### src/rtl/mem_stage_lsu_if.sv
// Data-memory bus between the memory-stage LSU (master) and the data memory (slave):
// one valid/ready request channel and a valid-only read-response channel.
interface mem_stage_lsu_if #(
    parameter int unsigned DATA_WIDTH = 32,
    parameter int unsigned STRB_WIDTH = DATA_WIDTH / 8
);
    logic                  dmem_req_valid;
    logic                  dmem_req_ready;
    logic                  dmem_req_we;
    logic [DATA_WIDTH-1:0] dmem_req_addr;
    logic [DATA_WIDTH-1:0] dmem_req_wdata;
    logic [STRB_WIDTH-1:0] dmem_req_wstrb;
    logic                  dmem_rsp_valid;
    logic [DATA_WIDTH-1:0] dmem_rsp_rdata;

    modport master (
        output dmem_req_valid,
        input  dmem_req_ready,
        output dmem_req_we,
        output dmem_req_addr,
        output dmem_req_wdata,
        output dmem_req_wstrb,
        input  dmem_rsp_valid,
        input  dmem_rsp_rdata
    );

    modport slave (
        input  dmem_req_valid,
        output dmem_req_ready,
        input  dmem_req_we,
        input  dmem_req_addr,
        input  dmem_req_wdata,
        input  dmem_req_wstrb,
        output dmem_rsp_valid,
        output dmem_rsp_rdata
    );
endinterface

### src/rtl/mem_stage_lsu.sv
// Memory-stage LSU: one bus transaction per load/store, pipeline stalled until it completes.
// Optional macro LSU_MISALIGN_TRAP_EN adds misalign_fault_MEM and skips misaligned requests.
module mem_stage_lsu #(
    parameter int unsigned DATA_WIDTH = 32,
    parameter int unsigned STRB_WIDTH = DATA_WIDTH / 8
) (
    input  logic                  clk,
    input  logic                  rst_n,
    input  logic                  MemRead_MEM,
    input  logic                  MemWrite_MEM,
    input  logic [DATA_WIDTH-1:0] alu_result_MEM,
    input  logic [DATA_WIDTH-1:0] rd_data2_MEM,
    input  logic [DATA_WIDTH-1:0] instruction_MEM,
    mem_stage_lsu_if.master       dmem,
    output logic                  stall_MEM,
    output logic                  mem_done_MEM,
    output logic [DATA_WIDTH-1:0] load_data_MEM
`ifdef LSU_MISALIGN_TRAP_EN
    ,
    output logic                  misalign_fault_MEM
`endif
);

    typedef enum logic [1:0] {StIdle, StReq, StResp, StDone} state_e;
    typedef enum logic [1:0] {SzByte, SzHalf, SzWord} size_e;

    state_e                state_d, state_q;
    size_e                 size_d, size_q, size_in;
    logic                  we_d, we_q;
    logic                  sext_d, sext_q;
    logic [1:0]            lane_d, lane_q;
    logic [DATA_WIDTH-1:0] addr_d, addr_q;
    logic [DATA_WIDTH-1:0] wdata_d, wdata_q;
    logic [STRB_WIDTH-1:0] wstrb_d, wstrb_q;
    logic [DATA_WIDTH-1:0] load_data_d, load_data_q;

    logic [2:0]            funct3;
    logic                  access;
    logic [DATA_WIDTH-1:0] store_wdata;
    logic [STRB_WIDTH-1:0] store_wstrb;
    logic [DATA_WIDTH-1:0] rsp_byte_sh, rsp_half_sh, rsp_fmt;
    logic                  unused_instr;

    assign funct3       = instruction_MEM[14:12];
    assign access       = MemRead_MEM | MemWrite_MEM;
    assign unused_instr = ^{instruction_MEM[DATA_WIDTH-1:15], instruction_MEM[11:0]};

    // Stores decode only SB/SH explicitly; loads ignore funct3[2], which selects zero-extension.
    always_comb begin
        size_in = SzWord;
        if (MemWrite_MEM) begin
            if (funct3 == 3'b000) begin
                size_in = SzByte;
            end else if (funct3 == 3'b001) begin
                size_in = SzHalf;
            end
        end else begin
            if (funct3[1:0] == 2'b00) begin
                size_in = SzByte;
            end else if (funct3[1:0] == 2'b01) begin
                size_in = SzHalf;
            end
        end
    end

    always_comb begin
        store_wdata = rd_data2_MEM;
        store_wstrb = '1;
        unique case (size_in)
            SzByte: begin
                store_wdata = {STRB_WIDTH{rd_data2_MEM[7:0]}};
                store_wstrb = STRB_WIDTH'(1) << alu_result_MEM[1:0];
            end
            SzHalf: begin
                store_wdata = {(STRB_WIDTH / 2){rd_data2_MEM[15:0]}};
                store_wstrb = STRB_WIDTH'(2'b11) << {alu_result_MEM[1], 1'b0};
            end
            default: begin
                store_wdata = rd_data2_MEM;
                store_wstrb = '1;
            end
        endcase
    end

    assign rsp_byte_sh = dmem.dmem_rsp_rdata >> {lane_q, 3'b000};
    assign rsp_half_sh = dmem.dmem_rsp_rdata >> {lane_q[1], 4'b0000};

    always_comb begin
        rsp_fmt = dmem.dmem_rsp_rdata;
        unique case (size_q)
            SzByte: rsp_fmt = {{(DATA_WIDTH - 8){sext_q & rsp_byte_sh[7]}}, rsp_byte_sh[7:0]};
            SzHalf: rsp_fmt = {{(DATA_WIDTH - 16){sext_q & rsp_half_sh[15]}}, rsp_half_sh[15:0]};
            default: rsp_fmt = dmem.dmem_rsp_rdata;
        endcase
    end

`ifdef LSU_MISALIGN_TRAP_EN
    logic misaligned;
    logic misalign_d, misalign_q;

    assign misaligned = ((size_in == SzHalf) && alu_result_MEM[0]) ||
                        ((size_in == SzWord) && (alu_result_MEM[1:0] != 2'b00));
`endif

    always_comb begin
        state_d     = state_q;
        size_d      = size_q;
        we_d        = we_q;
        sext_d      = sext_q;
        lane_d      = lane_q;
        addr_d      = addr_q;
        wdata_d     = wdata_q;
        wstrb_d     = wstrb_q;
        load_data_d = load_data_q;
`ifdef LSU_MISALIGN_TRAP_EN
        misalign_d  = 1'b0;
`endif
        unique case (state_q)
            StIdle: begin
                if (access) begin
                    we_d    = MemWrite_MEM;
                    size_d  = size_in;
                    sext_d  = ~funct3[2];
                    lane_d  = alu_result_MEM[1:0];
                    addr_d  = {alu_result_MEM[DATA_WIDTH-1:2], 2'b00};
                    wdata_d = store_wdata;
                    wstrb_d = MemWrite_MEM ? store_wstrb : '0;
                    state_d = StReq;
`ifdef LSU_MISALIGN_TRAP_EN
                    if (misaligned) begin
                        misalign_d = 1'b1;
                        state_d    = StDone;
                    end
`endif
                end
            end
            StReq: begin
                if (dmem.dmem_req_ready) begin
                    state_d = we_q ? StDone : StResp;
                end
            end
            StResp: begin
                if (dmem.dmem_rsp_valid) begin
                    load_data_d = rsp_fmt;
                    state_d     = StDone;
                end
            end
            StDone:  state_d = StIdle;
            default: state_d = StIdle;
        endcase
    end

    always_ff @(posedge clk or negedge rst_n) begin
        if (!rst_n) begin
            state_q     <= StIdle;
            size_q      <= SzWord;
            we_q        <= 1'b0;
            sext_q      <= 1'b0;
            lane_q      <= 2'b00;
            addr_q      <= '0;
            wdata_q     <= '0;
            wstrb_q     <= '0;
            load_data_q <= '0;
`ifdef LSU_MISALIGN_TRAP_EN
            misalign_q  <= 1'b0;
`endif
        end else begin
            state_q     <= state_d;
            size_q      <= size_d;
            we_q        <= we_d;
            sext_q      <= sext_d;
            lane_q      <= lane_d;
            addr_q      <= addr_d;
            wdata_q     <= wdata_d;
            wstrb_q     <= wstrb_d;
            load_data_q <= load_data_d;
`ifdef LSU_MISALIGN_TRAP_EN
            misalign_q  <= misalign_d;
`endif
        end
    end

    assign dmem.dmem_req_valid = (state_q == StReq);
    assign dmem.dmem_req_we    = we_q;
    assign dmem.dmem_req_addr  = addr_q;
    assign dmem.dmem_req_wdata = wdata_q;
    assign dmem.dmem_req_wstrb = wstrb_q;
    assign mem_done_MEM        = (state_q == StDone);
    // In IDLE the stall must rise in the same cycle the access appears in EX/MEM.
    assign stall_MEM           = (state_q == StIdle) ? access : (state_q != StDone);

`ifdef LSU_MISALIGN_TRAP_EN
    assign misalign_fault_MEM = misalign_q;
    assign load_data_MEM      = misalign_q ? '0 : load_data_q;
`else
    assign load_data_MEM      = load_data_q;
`endif

endmodule
### src/flat_wrapper.sv
// flat-port wrapper written by rule: the top's interface ports become plain ports
module mem_stage_lsu_flat 
#(
    parameter int unsigned DATA_WIDTH = 32,
    parameter int unsigned STRB_WIDTH = DATA_WIDTH / 8
)
  (clk, rst_n, MemRead_MEM, MemWrite_MEM, alu_result_MEM, rd_data2_MEM, instruction_MEM, stall_MEM, mem_done_MEM, load_data_MEM, dmem_dmem_req_valid, dmem_dmem_req_ready, dmem_dmem_req_we, dmem_dmem_req_addr, dmem_dmem_req_wdata, dmem_dmem_req_wstrb, dmem_dmem_rsp_valid, dmem_dmem_rsp_rdata);
  mem_stage_lsu_if #(.DATA_WIDTH(DATA_WIDTH), .STRB_WIDTH(STRB_WIDTH)) dmem_i ();
  input  logic clk;
  input  logic rst_n;
  input  logic MemRead_MEM;
  input  logic MemWrite_MEM;
  input  logic [DATA_WIDTH-1:0] alu_result_MEM;
  input  logic [DATA_WIDTH-1:0] rd_data2_MEM;
  input  logic [DATA_WIDTH-1:0] instruction_MEM;
  output logic stall_MEM;
  output logic mem_done_MEM;
  output logic [DATA_WIDTH-1:0] load_data_MEM;
  output wire logic [$bits(dmem_i.dmem_req_valid)-1:0] dmem_dmem_req_valid;
  input wire logic [$bits(dmem_i.dmem_req_ready)-1:0] dmem_dmem_req_ready;
  output wire logic [$bits(dmem_i.dmem_req_we)-1:0] dmem_dmem_req_we;
  output wire logic [$bits(dmem_i.dmem_req_addr)-1:0] dmem_dmem_req_addr;
  output wire logic [$bits(dmem_i.dmem_req_wdata)-1:0] dmem_dmem_req_wdata;
  output wire logic [$bits(dmem_i.dmem_req_wstrb)-1:0] dmem_dmem_req_wstrb;
  input wire logic [$bits(dmem_i.dmem_rsp_valid)-1:0] dmem_dmem_rsp_valid;
  input wire logic [$bits(dmem_i.dmem_rsp_rdata)-1:0] dmem_dmem_rsp_rdata;
  assign dmem_dmem_req_valid = dmem_i.dmem_req_valid;
  assign dmem_i.dmem_req_ready = dmem_dmem_req_ready;
  assign dmem_dmem_req_we = dmem_i.dmem_req_we;
  assign dmem_dmem_req_addr = dmem_i.dmem_req_addr;
  assign dmem_dmem_req_wdata = dmem_i.dmem_req_wdata;
  assign dmem_dmem_req_wstrb = dmem_i.dmem_req_wstrb;
  assign dmem_i.dmem_rsp_valid = dmem_dmem_rsp_valid;
  assign dmem_i.dmem_rsp_rdata = dmem_dmem_rsp_rdata;
  mem_stage_lsu #(.DATA_WIDTH(DATA_WIDTH), .STRB_WIDTH(STRB_WIDTH)) u_core (.clk(clk), .rst_n(rst_n), .MemRead_MEM(MemRead_MEM), .MemWrite_MEM(MemWrite_MEM), .alu_result_MEM(alu_result_MEM), .rd_data2_MEM(rd_data2_MEM), .instruction_MEM(instruction_MEM), .dmem(dmem_i), .stall_MEM(stall_MEM), .mem_done_MEM(mem_done_MEM), .load_data_MEM(load_data_MEM));
endmodule
### config.mk
export PLATFORM = sky130hd
export DESIGN_NAME = mem_stage_lsu_flat
export DESIGN_NICKNAME = d
export VERILOG_FILES = /design/src/rtl/mem_stage_lsu_if.sv /design/src/rtl/mem_stage_lsu.sv /design/src/flat_wrapper.sv
export SDC_FILE = /design/constraint.sdc
export NUM_CORES = 1
export LEC_CHECK = 0
export BUFFER_PORTS_ARGS = -buffer_cell sky130_fd_sc_hd__buf_2
export CORE_MARGIN = 3
export CORE_UTILIZATION = 45
export CTS_CLUSTER_SIZE = 12
export DETAILED_ROUTE_END_ITERATION = 8
export PLACE_DENSITY = 0.78
export SLEW_MARGIN = 25
export SYNTH_ARGS = -nofsm -noshare
export SYNTH_HDL_FRONTEND = slang
export SYNTH_SLANG_ARGS = --single-unit
### constraint.sdc
create_clock -name clk -period 4.2 [get_ports clk]
set_input_delay 0.84 -clock clk [delete_from_list [all_inputs] [get_ports clk]]
set_output_delay 0.84 -clock clk [all_outputs]
set_load 0.02 [all_outputs]
# Yosys cells after proc, flatten, opt, wreduce, memory -nomap -nowiden
# Index checks and enable logic that the tools add are counted.
[classes] eq_ne=11 n_shift=4 muxes=15 bitwise=4 n_reduce_logical=8
[op_table] op="$pmux W32 S2" count=2
[op_table] op="$shr A32 B5 Y16" count=1
[op_table] op="$shr A32 B5 Y8" count=1
[op_table] op="$mux W2" count=8
[op_table] op="$eq A2 B1 Y1 const B" count=4
[op_table] op="$logic_not A2 Y1" count=4
[op_table] op="$pmux W2 S4" count=1
[op_table] op="$pmux W4 S2" count=1
[op_table] op="$eq A2 B2 Y1 const B" count=2
[op_table] op="$mux W4" count=1
[op_table] op="$ne A2 B1 Y1 const B" count=2
[op_table] op="$ne A2 B2 Y1 const B" count=2
[op_table] op="$reduce_and A2 Y1" count=2
[op_table] op="$shl A1 B2 Y4 const A" count=1
[op_table] op="$shl A2 B2 Y4 const A" count=1
[op_table] op="$eq A3 B1 Y1 const B" count=1
[op_table] op="$logic_not A3 Y1" count=1
[op_table] op="$reduce_and A3 Y1" count=1
[op_table] op="$and A1 B1 Y1" count=2
[op_table] op="$mux W1" count=2
[op_table] op="$not A1 Y1" count=1
[op_table] op="$or A1 B1 Y1" count=1
[word_totals] reg_bits=106 inputBits=134 elab_cells=51

# Logic depth before layout (Yosys ltp)
[logic_depth] ltp_word=7 mapped_depth=8 depth_no_buf=6

# Worst setup path before layout
# No wires, ideal clock.
[synth_path] kind="input port to output port" startpoint="in MemWrite_MEM" endpoint="out stall_MEM" t_arrival_ns=1.530 required_time_ns=3.360 setup_slack_ns=1.830 cell_stages=4 path_cell_list="o21ai_1 > buf_2 > buf_4 > nand2b_1"
[synth_via] elab_chain_len=2
[synth_rtl] element="from (decl)" line="flat_wrapper.sv:12" rtl="input logic MemWrite_MEM;"
[synth_rtl] element="$or A1 B1 Y1" line="mem_stage_lsu.sv:45" rtl="assign access = MemRead_MEM | MemWrite_MEM;"
[synth_rtl] element="$mux W1" line="mem_stage_lsu.sv:190" rtl="assign stall_MEM = (state_q == StIdle) ? access : (state_q != StDone);"
[synth_rtl] element="to (decl)" line="flat_wrapper.sv:16" rtl="output logic stall_MEM;"
# No other way between the ends.

# Worst setup path after layout
[layout_path] startpoint="in MemWrite_MEM" endpoint="reg u_core.wdata_q[13], in the netlist u_core.dmem.dmem_req_wdata[13]"
[layout_via] elab_chain_len=3 word_cells_on_any_way=6
[layout_rtl] element="$mux W2" line="mem_stage_lsu.sv:51" rtl="if (MemWrite_MEM) begin"
[layout_rtl] element="$eq A2 B1 Y1 / $logic_not A2 Y1 (equally long branches)" line="mem_stage_lsu.sv:69" rtl="unique case (size_in)"
[layout_rtl] element="$pmux W32 S2" line="mem_stage_lsu.sv:69"
[layout_rtl] element="to (signal assigned)" line="mem_stage_lsu.sv:174" rtl="wdata_q <= wdata_d;"
[layout_rtl] element="to (decl)" line="mem_stage_lsu.sv:33" rtl="logic [DATA_WIDTH-1:0] wdata_d, wdata_q;"
# Parallel ways exist; a longest one is shown, timed or not.
# A chain may end at the register's enable or synchronous reset.

==> impl_results.md <==
- Die Area: 12700 µm²
- Total CTS buffers: 9
- Worst EP required: roughly 4.4 ns
- Post-route DRC: 0
- H-tree levels: 3
- Clock root buffer: clkbuf_16
- Relative slew slack: 35.1%
- First-pass GRT wire length: 22500 µm
- Final Hold Vio Count: 0
- Initial Util: 46.7%
- Post-synth top area share: 51.2%
- Distinct cells, synth: 43
- Synth Warn #: 0
- Crit path time final: 2.48 ns
- Pins Over Slew Limit: 0
- RSZ-0062 raised after global routing: false
- Leakage: 3.20 nW
- Placed cell count: 793
- EDFF count, synth: 0
- Critical-path maximum fanout: 31
- Buffer depth of the longest clock path: 2
- TritonCTS Sinks: 106
- Setup bufs post-CTS: 0
- Antenna viol nets, final: 0
- R2R depth: 7
- Top post-synthesis cells by area: dfrtp_1 (51%), mux2_2 (8.8%), mux2i_1 (6.4%)
- CTS Hold Bufs: 0
- Post-synth top area cell: dfrtp_1
- WP data arrival: approximately 2.7 ns
- Wire per inst: 17.0 µm
- Worst reg2reg endpoint: u_core.load_data_MEM[19]$_DFFE_PN0P_
- Critical Path Start Type: primary input
- Share of layout cells above drive strength 1: between 40% and 50%
- Mapped Cells: 476
- Worst setup startpoint: MemWrite_MEM
- Drt first pass iters: 4
- Largest net degree at the start of global routing: a little over 100
- RD Place Congestion: slightly above 0.8
- Post-CTS sizing: 0
- Global-route usage over all layers: 22.1%
- Seq/Total Area, Yosys: 51.8%
- Crit path capture: u_core.dmem.dmem_req_wdata[13]$_DFFE_PN0P_
- Syn_area_per_cell: 10.8 µm²
- Vias in the first global route: 4559
- Post-synthesis sequential element count: 106
- Mapped cell area: 5130 µm²
- Clock latency on the worst-skew pair: 0.35 ns
- DR vias: 4311
- Synth Flop Type: dfrtp_1
- Worst min-delay path category: reg2reg
- Max Clk Rate: about 400 MHz
- Area Growth Syn to Fin: 26.1%
- Ratio of final minimum period to clock period: 59.1%
- Setup TNS: 0 ns
- PwrDens: 816 nW/µm²
- Die Y: 113 µm
- Initial DRC count: 356
- Crit end category: flop
- Actual slew at the worst max-slew pin: 0.971 ns
- Clock-pin slew on the worst setup and hold paths: roughly 0.070 ns
- FFs w/ async S/R, synth: 100%
- Worst vdd ir: 0.000501 V
- Final setup fails: 0
- R2r setup slk: around 1.9 ns
- Initial antenna violation count: 0
- Cell row count: 38
- Crit Path Class: in2reg
- Max-capacitance violation count: 0
- Chip width: 113 µm
- I/O pin cnt: 238
- CTS tree: done
- Dpl hpwl: 10100 µm
- Nets@finish: ~800
- Outcome: finished clean
- Total gr overflow: 0
- Core footprint: between 10000 and 15000 µm²
- IO Port Bufs: 206
- Reg-to-reg startpoint: u_core.state_q[0]$_DFFE_PN0P_
- WL final: 13700 µm
- Antenna cells: 0
- Worst hold slack: 0.475 ns
- Layout Cells excl Fill: 809
- Fill cell count: 924
- Vias per Instance: 5.33
- Skew final: 0.00902 ns
area by class of cell:
| class | count | area, µm² | share of cell area (%) |
|---|---|---|---|
| clock buffer | 11 | 233 | 3.60 |
| clock inverter | 5 | 63.8 | 0.987 |
| inverter | 7 | 26.3 | 0.406 |
| multi-input combinational | 330 | 2250 | 34.8 |
| sequential | 106 | 2650 | 41.0 |
| tap | 140 | 175 | 2.71 |
| timing repair buffer | 210 | 1070 | 16.5 |
through the flow:
| step | setup slack [ns] | utilization, % | area, µm² | total power, mW |
|---|---|---|---|---|
| floorplan | 1.83 | - | 5130 | 3.65 |
| global placement | 1.41 | 56.1 | 6170 | 4.36 |
| detailed placement | 1.35 | 56.2 | 6170 | 4.47 |
| CTS | 1.72 | 58.9 | 6470 | 5.33 |
| global route | 1.54 | 58.9 | 6470 | 5.66 |
| finish | 1.72 | 58.9 | 6470 | 5.28 |
synth_stat cells, drive strengths merged, types with 6 or more instances:
| cell type | instances |
|---|---|
| clkbuf | 9 |
| inv | 7 |
| o21ai | 51 |
| o21a | 6 |
| mux2i | 33 |
| nor2b | 6 |
| a221o | 6 |
| a211oi | 16 |
| nand2 | 64 |
| dfrtp | 105 |
| buf | 25 |
| a21oi | 29 |
| nor2 | 32 |
| o221ai | 6 |
| mux2 | 40 |
| and3 | 7 |
cells by family (layout without fill, tap and decap cells):
kind of cell,count (synthesis),count (layout),synth area share (%)
and+or+nand+nor,124,124,10.8
AOI/OAI and AO/OA,127,127,16.4
adders and majority gates,4,4,0.976
buffers and inverters,41,233,4.71
other,1,2,0.0731
muxes,73,73,15.2
DFF,106,106,51.8
critical path, cell delays in order:
cell and delay [ns]:
buf_2 0.15, a21oi_2 0.14, buf_4 0.33, nor2b_1 0.82
mux2i_1 0.28, o21ai_0 0.09
flip-flops by register name (all words and copies together), names as in the netlist:
register	cells
u_core.lane_q	2
u_core.size_q	2
u_core.sext_q	1
u_core.load_data_MEM	32
u_core.state_q	2
u_core.dmem.dmem_req_wstrb	4
u_core.dmem.dmem_req_wdata	32
u_core.dmem.dmem_req_we	1
u_core.dmem.dmem_req_addr	30
metal layers:
| layer | up-vias | part of all wire, % | track usage, % |
|---|---|---|---|
| met5 | - | 0 | 0 |
| li1 | 2056 | - | - |
| met4 | 0 | 2.8 | 9.62 |
| met1 | 2035 | 40 | 26.9 |
| met3 | 31 | 9.5 | 6.90 |
| met2 | 189 | 47 | 36.3 |
layout by cell type, fill, tap and decap left out, types with 2 or more instances in the layout:
| master | Yosys | final |
|---|---|---|
| o221ai_1 | 6 | 6 |
| nand2_1 | 64 | 64 |
| a221o_1 | 6 | 6 |
| inv_1 | 7 | 7 |
| a221oi_1 | 2 | 2 |
| nand3b_1 | 3 | 3 |
| conb_1 | 1 | 2 |
| and2b_1 | 3 | 3 |
| buf_2 | 12 | 205 |
| clkbuf_1 | 9 | 2 |
| a31oi_1 | 4 | 4 |
| nand2b_1 | 3 | 3 |
| dfrtp_1 | 105 | 105 |
| nor2_1 | 32 | 32 |
| nor2b_1 | 6 | 6 |
| a211oi_2 | 10 | 10 |
| o21a_1 | 6 | 6 |
| clkbuf_16 | 0 | 9 |
| mux2i_1 | 33 | 33 |
| a21oi_1 | 28 | 28 |
| clkinv_4 | 0 | 2 |
| and3_1 | 7 | 7 |
| mux2_2 | 40 | 40 |
| a22o_1 | 3 | 3 |
| buf_4 | 8 | 4 |
| o21ai_0 | 49 | 49 |
| and2_1 | 2 | 2 |
| ha_1 | 4 | 4 |
| a211oi_1 | 6 | 6 |
how the worst min path moves through the flow:
stage                                          startpoint                                         end  slack, ns  depth (start not counted)
6_report       u_core.dmem.dmem_req_wdata[21]$_DFFE_PN0P_  u_core.dmem.dmem_req_wdata[21]$_DFFE_PN0P_       0.47                          2
5_1_grt        u_core.dmem.dmem_req_wdata[21]$_DFFE_PN0P_  u_core.dmem.dmem_req_wdata[21]$_DFFE_PN0P_       0.50                          2
4_1_cts        u_core.dmem.dmem_req_wdata[21]$_DFFE_PN0P_  u_core.dmem.dmem_req_wdata[21]$_DFFE_PN0P_       0.48                          2
3_5_place_dp          u_core.load_data_MEM[1]$_DFFE_PN0P_         u_core.load_data_MEM[1]$_DFFE_PN0P_       0.47                          2
3_3_place_gp    u_core.dmem.dmem_req_wdata[9]$_DFFE_PN0P_   u_core.dmem.dmem_req_wdata[9]$_DFFE_PN0P_       0.46                          2
2_1_floorplan                   u_core.sext_q$_DFFE_PN0P_                   u_core.sext_q$_DFFE_PN0P_       0.49                          2
power by group:
part	switching (mW)	total (mW)	leakage [nW]	internal, mW
Combinational	1.51	2.50	1.79	0.984
Sequential	0.384	1.93	1.27	1.55
Clock	0.379	0.847	0.146	0.468
Total	2.28	5.28	3.20	3.00
Note: power is estimated with default switching activity, not from simulation.
